==> src/rtl/readback_scheduler_pkg.sv <==
// Shared definitions for the readback scheduler: config sub-addresses and
// the selection FSM encoding.
package readback_scheduler_pkg;

    // Config sub-addresses decoded from in_ctrl on an in_wr strobe.
    localparam logic [3:0] RBS_CFG_URG = 4'd0;  // urgent mask
    localparam logic [3:0] RBS_CFG_AGE = 4'd1;  // promotion threshold
    localparam logic [3:0] RBS_CFG_OVF = 4'd2;  // overflow write-1-to-clear

    // IDLE: nothing on the output. PRESENT: one word held until accepted.
    typedef enum logic {
        ST_IDLE    = 1'b0,
        ST_PRESENT = 1'b1
    } state_t;

endpackage

==> src/rtl/readback_scheduler_rr.sv <==
// Combinational round-robin picker: first set bit of req at or after ptr,
// wrapping past the top back to bit 0.
module rr_pick #(
    parameter int N  = 6,
    parameter int PW = 3
) (
    input  logic [N-1:0]  req,
    input  logic [PW-1:0] ptr,
    output logic [PW-1:0] idx,
    output logic          found
);

    logic [PW-1:0] cand;

    // Scan from the pointer upward; the first hit wins.
    always_comb begin
        // NOTE: every output gets a default before the loop, otherwise paths that find nothing would infer latches.
        idx   = '0;
        found = 1'b0;
        cand  = '0;
        for (int k = 0; k < N; k++) begin
            cand = PW'((int'(ptr) + k) % N);
            if (!found && req[cand]) begin
                found = 1'b1;
                idx   = cand;
            end
        end
    end

endmodule

==> src/rtl/readback_scheduler.sv <==
// Shares the core->Jetson readback path between N_CH producers. Each channel
// has a one-entry slot; slots are served urgent-class first, round-robin
// within each class, with age-based promotion of waiting normal slots.
module readback_scheduler
    import readback_scheduler_pkg::*;
#(
    parameter int                N_CH    = 6,
    parameter int                DW      = 28,
    parameter int                AGE_W   = 16,
    parameter logic [AGE_W-1:0]  AGE_DEF = 16'd50000,
    parameter logic [N_CH-1:0]   URG_DEF = 6'b000010
) (
    input  logic                 clk,
    input  logic                 rst,
    input  logic [23:0]          in_data,
    input  logic                 in_wr,
    input  logic [3:0]           in_ctrl,
    input  logic [N_CH*DW-1:0]   req_data,
    input  logic [N_CH-1:0]      req_wr,
    output logic [N_CH-1:0]      req_busy,
    output logic [DW-1:0]        out_data,
    output logic [3:0]           out_addr,
    output logic                 out_valid,
    input  logic                 out_ready,
    output logic                 urgent,
    output logic [N_CH-1:0]      ovf
);

    localparam int PW = (N_CH > 1) ? $clog2(N_CH) : 1;

    state_t            state, state_next;
    logic [N_CH-1:0]   slot_full;
    logic [DW-1:0]     slot_data [N_CH];
    logic [AGE_W-1:0]  age       [N_CH];
    logic [N_CH-1:0]   urg_mask;
    logic [AGE_W-1:0]  age_thr;
    logic [PW-1:0]     rr_urg, rr_norm, sel_idx, ptr_next;
    logic              sel_urg;

    logic [N_CH-1:0]   eff_urg, pres_mask, ack_mask, urg_cand, norm_cand;
    logic [N_CH-1:0]   ovf_clr, ovf_set;
    logic [PW-1:0]     urg_idx, norm_idx, pick_idx;
    logic              urg_found, norm_found, load, ack;
    logic              cfg_unused;

    assign cfg_unused = ^in_data;
    assign req_busy   = slot_full;
    assign out_valid  = (state == ST_PRESENT);
    assign ack        = out_valid && out_ready;
    assign pres_mask  = out_valid ? (N_CH'(1) << sel_idx) : '0;
    assign ack_mask   = ack ? pres_mask : '0;
    assign urg_cand   = slot_full & eff_urg & ~pres_mask;
    assign norm_cand  = slot_full & ~eff_urg & ~pres_mask;
    assign pick_idx   = urg_found ? urg_idx : norm_idx;
    assign ptr_next   = (sel_idx == PW'(N_CH - 1)) ? '0 : sel_idx + PW'(1);
    assign ovf_set    = req_wr & slot_full;
    assign ovf_clr    = (in_wr && in_ctrl == RBS_CFG_OVF) ? in_data[N_CH-1:0] : '0;

    // Effective urgency: static mask or promoted by waiting too long.
    always_comb begin
        eff_urg = '0;
        for (int i = 0; i < N_CH; i++)
            eff_urg[i] = urg_mask[i] | ((age_thr != '0) && (age[i] >= age_thr));
    end

    rr_pick #(.N(N_CH), .PW(PW)) u_pick_urg (
        .req(urg_cand), .ptr(rr_urg), .idx(urg_idx), .found(urg_found)
    );

    rr_pick #(.N(N_CH), .PW(PW)) u_pick_norm (
        .req(norm_cand), .ptr(rr_norm), .idx(norm_idx), .found(norm_found)
    );

    // Next-state logic: select from IDLE, hold in PRESENT until accepted.
    always_comb begin
        state_next = state;
        load       = 1'b0;
        case (state)
            ST_IDLE: begin
                if (urg_found || norm_found) begin
                    state_next = ST_PRESENT;
                    load       = 1'b1;
                end
            end
            ST_PRESENT: if (out_ready) state_next = ST_IDLE;
            default:    state_next = ST_IDLE;
        endcase
    end

    // State register, presented word and per-class round-robin pointers.
    always_ff @(posedge clk) begin
        // NOTE: sequential state uses non-blocking assignments so every register samples pre-edge values.
        if (rst) begin
            state    <= ST_IDLE;
            sel_idx  <= '0;
            sel_urg  <= 1'b0;
            out_data <= '0;
            out_addr <= '0;
            rr_urg   <= '0;
            rr_norm  <= '0;
        end else begin
            state <= state_next;
            if (load) begin
                sel_idx  <= pick_idx;
                sel_urg  <= urg_found;
                out_data <= slot_data[pick_idx];
                out_addr <= 4'(pick_idx);
            end
            if (ack) begin
                if (sel_urg) rr_urg  <= ptr_next;
                else         rr_norm <= ptr_next;
            end
        end
    end

    // Slot occupancy, wait counters and sticky overflow flags.
    always_ff @(posedge clk) begin
        if (rst) begin
            slot_full <= '0;
            ovf       <= '0;
            for (int i = 0; i < N_CH; i++) age[i] <= '0;
        end else begin
            ovf <= (ovf & ~ovf_clr) | ovf_set;
            for (int i = 0; i < N_CH; i++) begin
                if (ack_mask[i])
                    slot_full[i] <= 1'b0;
                else if (req_wr[i] && !slot_full[i])
                    slot_full[i] <= 1'b1;

                if (!slot_full[i] || ack_mask[i])
                    age[i] <= '0;
                else if (!pres_mask[i] && age[i] != '1)
                    age[i] <= age[i] + AGE_W'(1);
            end
        end
    end

    // Slot payload capture into empty slots only.
    always_ff @(posedge clk) begin
        // NOTE: payload storage has no reset; slot_full alone says whether an entry is meaningful.
        for (int i = 0; i < N_CH; i++)
            if (req_wr[i] && !slot_full[i])
                slot_data[i] <= req_data[i*DW +: DW];
    end

    // Configuration registers written over the Jetson bus.
    always_ff @(posedge clk) begin
        if (rst) begin
            urg_mask <= URG_DEF;
            age_thr  <= AGE_DEF;
        end else if (in_wr) begin
            case (in_ctrl)
                RBS_CFG_URG: urg_mask <= in_data[N_CH-1:0];
                RBS_CFG_AGE: age_thr  <= in_data[AGE_W-1:0];
                default:     ;
            endcase
        end
    end

    // Urgent hint: pending urgent slots or an urgent word on the output.
    always_ff @(posedge clk) begin
        if (rst) urgent <= 1'b0;
        else     urgent <= (|urg_cand) | (out_valid && sel_urg);
    end

endmodule
==> config.mk <==
export PLATFORM = sky130hd
export DESIGN_NAME = readback_scheduler
export DESIGN_NICKNAME = d
export VERILOG_FILES = /design/src/rtl/readback_scheduler_pkg.sv /design/src/rtl/readback_scheduler_rr.sv /design/src/rtl/readback_scheduler.sv
export SDC_FILE = /design/constraint.sdc
export NUM_CORES = 1
export LEC_CHECK = 0
export ABC_AREA = 1
export CAP_MARGIN = 20
export CORE_ASPECT_RATIO = 2
export CORE_MARGIN = 2
export CORE_UTILIZATION = 61
export CTS_BUF_LIST = sky130_fd_sc_hd__clkbuf_16
export CTS_CLUSTER_SIZE = 20
export DETAILED_ROUTE_END_ITERATION = 8
export PLACE_DENSITY_LB_ADDON = 0.1
export SLEW_MARGIN = 10
export SYNTH_ARGS = -nofsm -noshare
export SYNTH_HDL_FRONTEND = slang
export SYNTH_SLANG_ARGS = --single-unit
==> constraint.sdc <==
create_clock -name clk -period 5.7 [get_ports clk]
set_input_delay 0.855 -clock clk [delete_from_list [all_inputs] [get_ports clk]]
set_output_delay 0.855 -clock clk [all_outputs]
set_load 0.005 [all_outputs]
After elaboration in Yosys (flattened, before gate mapping)
Memories as Yosys holds them, arrays and structs flattened. A register that Yosys moved wholly into a read port is not among the register bits.
Index checks and enable logic that the tools add are counted.
Storage, ports and cells
  flip-flop bits (word level): 46
  memory bits (writable): 264
  logic and storage cells: 303
  memories: 2
Operators by class
  add/subtract/negate cells: 17
  divide/modulo/power cells: 12
  magnitude comparators: 18
  equal/unequal tests: 9
  shift operators: 1
  mux-type cells: 125
  bitwise operators: 31
  reductions and logical operators: 73
Memories
  slot_data: words 6, width 28, read ports 1, clocked after memory_dff 1, write ports 6, RTL line readback_scheduler.sv:33  | logic [DW-1:0] slot_data [N_CH];
  age: words 6, width 16, read ports 6, clocked after memory_dff 0, write ports 6, RTL line readback_scheduler.sv:34  | logic [AGE_W-1:0] age [N_CH];
Operator list (count)
  remainder unit 32 x 4 -> 32 bit, second input constant: 10
  2-to-1 mux 16 bit: 12
  adder 16 x 1 -> 16 bit, second input constant: 6
  >= comparator 16 bit: 6
  != test 16 bit, second input constant: 6
  2-to-1 mux 1 bit: 83
  remainder unit 4 x 4 -> 32 bit, second input constant: 2
  < comparator 3 x 4 -> 1 bit, second input constant: 12
  2-to-1 mux 3 bit: 14
  bitwise AND 6 bit: 6
  binary-select mux 1 bit (select 3 bit): 12
  logical AND 1 bit: 31
  zero test 1 bit: 22
  OR 1 bit: 19
  2-to-1 mux 6 bit: 3
  inverter 6 bit: 3
  adder 3 x 2 -> 4 bit, second input constant: 4
  adder 3 x 3 -> 4 bit, second input constant: 4
  nonzero test 16 bit: 1
  OR reduction 2 bit: 6
  adder 3 x 1 -> 4 bit, second input constant: 2
  AND reduction 2 bit: 4
  logical OR 1 bit: 7
  OR 6 bit: 1
  other kinds (9): 10

Longest topological paths before layout
An unclocked memory read counts as a cell.
  word-level depth: 28
  depth in mapped cells: 32
  mapped depth without buffers: 30

Modules after synthesis
From an unflattened synthesis, not the netlist that was laid out.
Unflattened totals
  cells, all modules: 2049
  area total of the unflattened synthesis: 18758.0 µm²
Modules (own cells, without submodules)
  readback_scheduler: instances 1, cells an instance 1695, area each 16898.7 µm², seq. area each 9409.0 µm²
  rr_pick: instances 2, cells an instance 177, area each 929.6 µm², seq. area each 0.0 µm²

Least setup slack after synthesis
No wires, ideal clock.
  path kind: register to register
  start point: reg rr_urg[0]
  end point: reg out_data[4] (read register of slot_data)
  library setup time: 0.119 ns
  arrival: 3.415 ns
  data required time: 5.581 ns
  setup slack: 2.166 ns
  cell stages (with the launch flop): 26
  cells stage by stage: dfxtp_1 -> buf_2 -> clkinv_1 -> ha_1 -> xor2_1 -> inv_1 -> ha_1 -> o31ai_1 -> nand2_1 -> nand2_1 -> nand2_1 -> o21ai_0 -> inv_1 -> nand3_1 -> nand2_1 -> inv_1 -> nand3_1 -> clkinv_1 -> o21ai_1 -> nand2_1 -> nand2_1 -> nor2_2 -> buf_6 -> nand3_1 -> nand3_1 -> a21oi_1
Between the ends
  cells in the longest elaborated chain, start to end: 22
Ends and longest elaborated chain
  start: declaration: RTL line readback_scheduler.sv:37  | logic [PW-1:0] rr_urg, rr_norm, sel_idx, ptr_next;
  start signal: assignment: RTL line readback_scheduler.sv:110  | if (sel_urg) rr_urg <= ptr_next;
  branches (longest 22 deep; another with remainder unit 32 x 4 -> 32 bit)
  end: declaration: RTL line readback_scheduler.sv:21  | output logic [DW-1:0] out_data,
Parallel ways; which one is timed is not known. The select of a mux whose other input is x is not followed.
A chain may end at the register's enable or synchronous reset.

Worst setup path after layout
  start point: reg rr_norm[1]
  end point: reg out_data[0] (read register of slot_data)
Between the ends
  cells in the longest elaborated chain, start to end: 22
Ends and longest elaborated chain
  start: declaration: RTL line readback_scheduler.sv:37
  start signal: assignment: RTL line readback_scheduler.sv:111  | else rr_norm <= ptr_next;
  branches (longest 22 deep; another with remainder unit 32 x 4 -> 32 bit)
Parallel ways; which one is timed is not known. The select of a mux whose other input is x is not followed.

==> results.ini <==
[status]
run_status = complete, no violations

[pwr]
leakagePower_nw = 10.1
vdd_drop_max_uv = 567
power_density_nw_per_um2 = 467

[floorplan]
initial_utilization = 0.617
std_cell_rows = 91
die_w_um = 129
dieArea_sq_um = 32700
io-pin-count = 252
fp.coreArea_sq_um = 30900
floorplan.die.height_um = 254

[synthesis]
post_synth_instance_area_sq_um = 19100
synth_edf_count = 264
postSynth.asyncResetShare = 0
synth-seq-area-share = 0.494
synth_cell_types = 50
postSynthAreaPerCell_sq_um = 8.66
yosysWarningCount = 0
post_synth_inst_count = 2200
dominantRegCellSynth = sky130_fd_sc_hd__edfxtp_1
ys_seq_elements = 338
postSynthNetCount = 2532

[global_routing]
global_route.usage.total = 0.322
first_global_vias = 16200
grt-ovfl-total = 0
grt_pass1_wl_mm = 80.8
antenna_found_initial = 2
maximum_number_of_pins_on_one_net_before_global_route_repair = 85

[placed_design]
dp_hpwl_mm = 39.8
io_buffers = 242
place.gp.congestion = 0.926
post_placement_worst_setup_slack_ps = 1060
detailed_place.area_sq_um = 21800

[setup_path]
cp_cell_sequence = inv_1, ha_1, inv_1, o21bai_1, ha_1, o31ai_1, nand2_1, nand2_1, nand2_1, o21ai_0, nand3_1, nand2_1, inv_1, nor2_4, nand4_1, nand3_4, buf_4, nand3_1, nand3_1, nand3_1, a21oi_1
worst-setup-path-type = flip-flop to flip-flop
worstPathRequired_ps = 6200
crit_slowest_cell = sky130_fd_sc_hd__buf_4
arrival_time_of_the_worst_setup_path_ps = 5260
path_max_fanout = 84
worst_setup_path_end_kind = flip-flop
critPathMaxStageDelay_ps = 710
critical_path.startpoint_type = flip-flop

[min_path]
hp-class = flip-flop to flip-flop

[cts]
cts.sink_count = 338
cts_tree = done
clkSlewWorstSetupHoldPaths_ps = 70
postCtsSetupBuffers = 0
clk-insertion-delay-late_ps = 580
clock_tree.root_cell = sky130_fd_sc_hd__clkbuf_16
post_cts_resize_count = 0
h-tree-depth = 1
cts_buffer_depth = 3
clock_buffers_created_by_tritoncts = 30
ctsHoldBuffers = 0

[final_layout]
syn_to_final_growth_pct = 19.8
final_area_sq_um = 22800
finish.net_count = 2763
drive_above_1_share = 0.0473
filler_cell_count = 2267

[routing]
drc_errors = 0
detail-route-antenna-nets = 0
route.vias.total = 16300
drt_first_iter_violations = 1054
detail_route.vias_per_cell = 5.66
route.final.wire_length_mm = 52.7
detailedRoute.firstPassIterationCount = 6
avgRoutedWirePerCell_um = 18.3

[sta]
clock.fmax_mhz = 210
slew_headroom = 0.357
timing.setup.tns_ps = 0
timing.final.hold_violations = 0
clock-skew-final_ps = 14.2
fin_crit_ps = 4760
least_margin_pin_slew_ps = 964
final.period_utilization = 0.835
slew_violations = 0
unrepaired_setup_endpoints_after_global_routing = false
fin_ws_ps = 943
finalSetupViolations = 0

[flow_run]
max_cap_viol_count = 0

## through the flow
| stage | cells | utilization | hold WS, ps | power [mW] |
|---|---|---|---|---|
| finish | 2875 | 0.740 | 481 | 10.7 |
| global route | 2875 | 0.740 | 508 | 11.3 |
| global placement | 2816 | 0.707 | 456 | 8.41 |
| CTS | 2872 | 0.739 | 484 | 10.6 |
| floorplan | 2200 | - | 446 | 6.86 |
| detailed placement | 2816 | 0.707 | 472 | 8.53 |
## layout make-up
type                            count  area (sq um)  area share
Inverter                          326          1220      0.0536
Timing Repair Buffer              264          2610       0.114
Multi-Input combinational cell   1471          8040       0.352
Sequential cell                   338          9410       0.412
Tap cell                          418           523      0.0229
Clock buffer                       31           776      0.0340
Antenna cell                        2          5.00    0.000219
Clock inverter                     25           235      0.0103
## where the power goes
group,internal [mW],switching [mW]
registers,2.96,0.193
clock network,1.17,0.926
logic,1.66,3.76
total,5.79,4.88
## placed cells by master (no fill, tap or decap), types with 12 or more instances in the layout
| cell | instances |
|---|---|
| sky130_fd_sc_hd__nor3b_1 | 28 |
| sky130_fd_sc_hd__nor2_1 | 141 |
| sky130_fd_sc_hd__inv_2 | 14 |
| sky130_fd_sc_hd__nand4_1 | 42 |
| sky130_fd_sc_hd__nor2_2 | 12 |
| sky130_fd_sc_hd__a21oi_1 | 134 |
| sky130_fd_sc_hd__dfxtp_1 | 74 |
| sky130_fd_sc_hd__ha_1 | 126 |
| sky130_fd_sc_hd__nand2_1 | 454 |
| sky130_fd_sc_hd__nand3_1 | 299 |
| sky130_fd_sc_hd__clkdlybuf4s50_1 | 242 |
| sky130_fd_sc_hd__xor2_1 | 25 |
| sky130_fd_sc_hd__nor3_1 | 31 |
| sky130_fd_sc_hd__inv_1 | 317 |
| sky130_fd_sc_hd__edfxtp_1 | 264 |
| sky130_fd_sc_hd__clkbuf_16 | 31 |
| sky130_fd_sc_hd__o21ai_0 | 80 |
| sky130_fd_sc_hd__buf_4 | 20 |
## cell usage after synthesis (5+ instances only)
master                     count  area [sq um]
sky130_fd_sc_hd__nand2_1     454          1700
sky130_fd_sc_hd__inv_1       309          1160
sky130_fd_sc_hd__nand3_1     299          1500
sky130_fd_sc_hd__edfxtp_1    264          7930
sky130_fd_sc_hd__nor2_1      147           552
sky130_fd_sc_hd__a21oi_1     134           671
sky130_fd_sc_hd__ha_1        126          1580
sky130_fd_sc_hd__o21ai_0      80           400
sky130_fd_sc_hd__dfxtp_1      74          1480
sky130_fd_sc_hd__nand4_1      42           263
sky130_fd_sc_hd__nor3_1       31           155
sky130_fd_sc_hd__nor3b_1      28           210
sky130_fd_sc_hd__clkbuf_1     27           101
sky130_fd_sc_hd__xor2_1       25           219
sky130_fd_sc_hd__buf_2        15          75.1
sky130_fd_sc_hd__inv_2        14          52.6
sky130_fd_sc_hd__buf_6        13           146
sky130_fd_sc_hd__a31oi_1      10          62.6
sky130_fd_sc_hd__buf_4        10          75.1
sky130_fd_sc_hd__o21ai_1      10          50.1
sky130_fd_sc_hd__a211oi_1      7          52.6
sky130_fd_sc_hd__nand2_2       7          43.8
sky130_fd_sc_hd__nor2_2        7          43.8
sky130_fd_sc_hd__a21o_1        6          45.0
sky130_fd_sc_hd__o211ai_1      6          45.0
sky130_fd_sc_hd__xnor2_1       6          52.6
sky130_fd_sc_hd__o21bai_1      5          37.5
sky130_fd_sc_hd__or2_2         5          31.3
## path summary, 6_finish.rpt
check        slack (ps)                     from  cells after the start                  endpoint
max                 940  rr_norm[1]$_SDFFE_PP0P_                     21  out_data[0]$_SDFFE_PP0P_
min                 480        ovf[0]$_SDFF_PP0_                      2         ovf[0]$_SDFF_PP0_
max reg2reg         940  rr_norm[1]$_SDFFE_PP0P_                     21  out_data[0]$_SDFFE_PP0P_
min reg2reg         480        ovf[0]$_SDFF_PP0_                      2         ovf[0]$_SDFF_PP0_
## sequential cells by signal (all words and copies together) (netlist names), 6 cells and up
signal and flops:
out_data 28, req_busy 6, urg_mask 6, ovf 6, age 96, age_thr 16
slot_data 168
## cell families after synthesis
| logic type | Yosys count | synth area share |
|---|---|---|
| AND/OR/NAND/NOR | 1042 | 0.247 |
| adder cells (fa/ha/maj) | 126 | 0.0828 |
| other | 1 | 0.000197 |
| flip-flops | 338 | 0.494 |
| XOR/XNOR | 31 | 0.0143 |
| AO/OA/AOI/OAI | 271 | 0.0770 |
| buffers and inverters | 391 | 0.0851 |
## routing by layer
layer	track usage	share of wire
met2	0.590	0.52
met4	0.278	0.10
met3	0.0467	0.056
met1	0.305	0.32
met5	0	0
## worst max-delay path: cells and delay by family (launching register included)
kind                     cells  cell delay, ps
adder cells (fa/ha/maj)      2             580
AO/OA/AOI/OAI                4             800
buffers and inverters        4            1120
flip-flops                   1             480
AND/OR/NAND/NOR             11            1610
(Power assumes the default switching activity.)
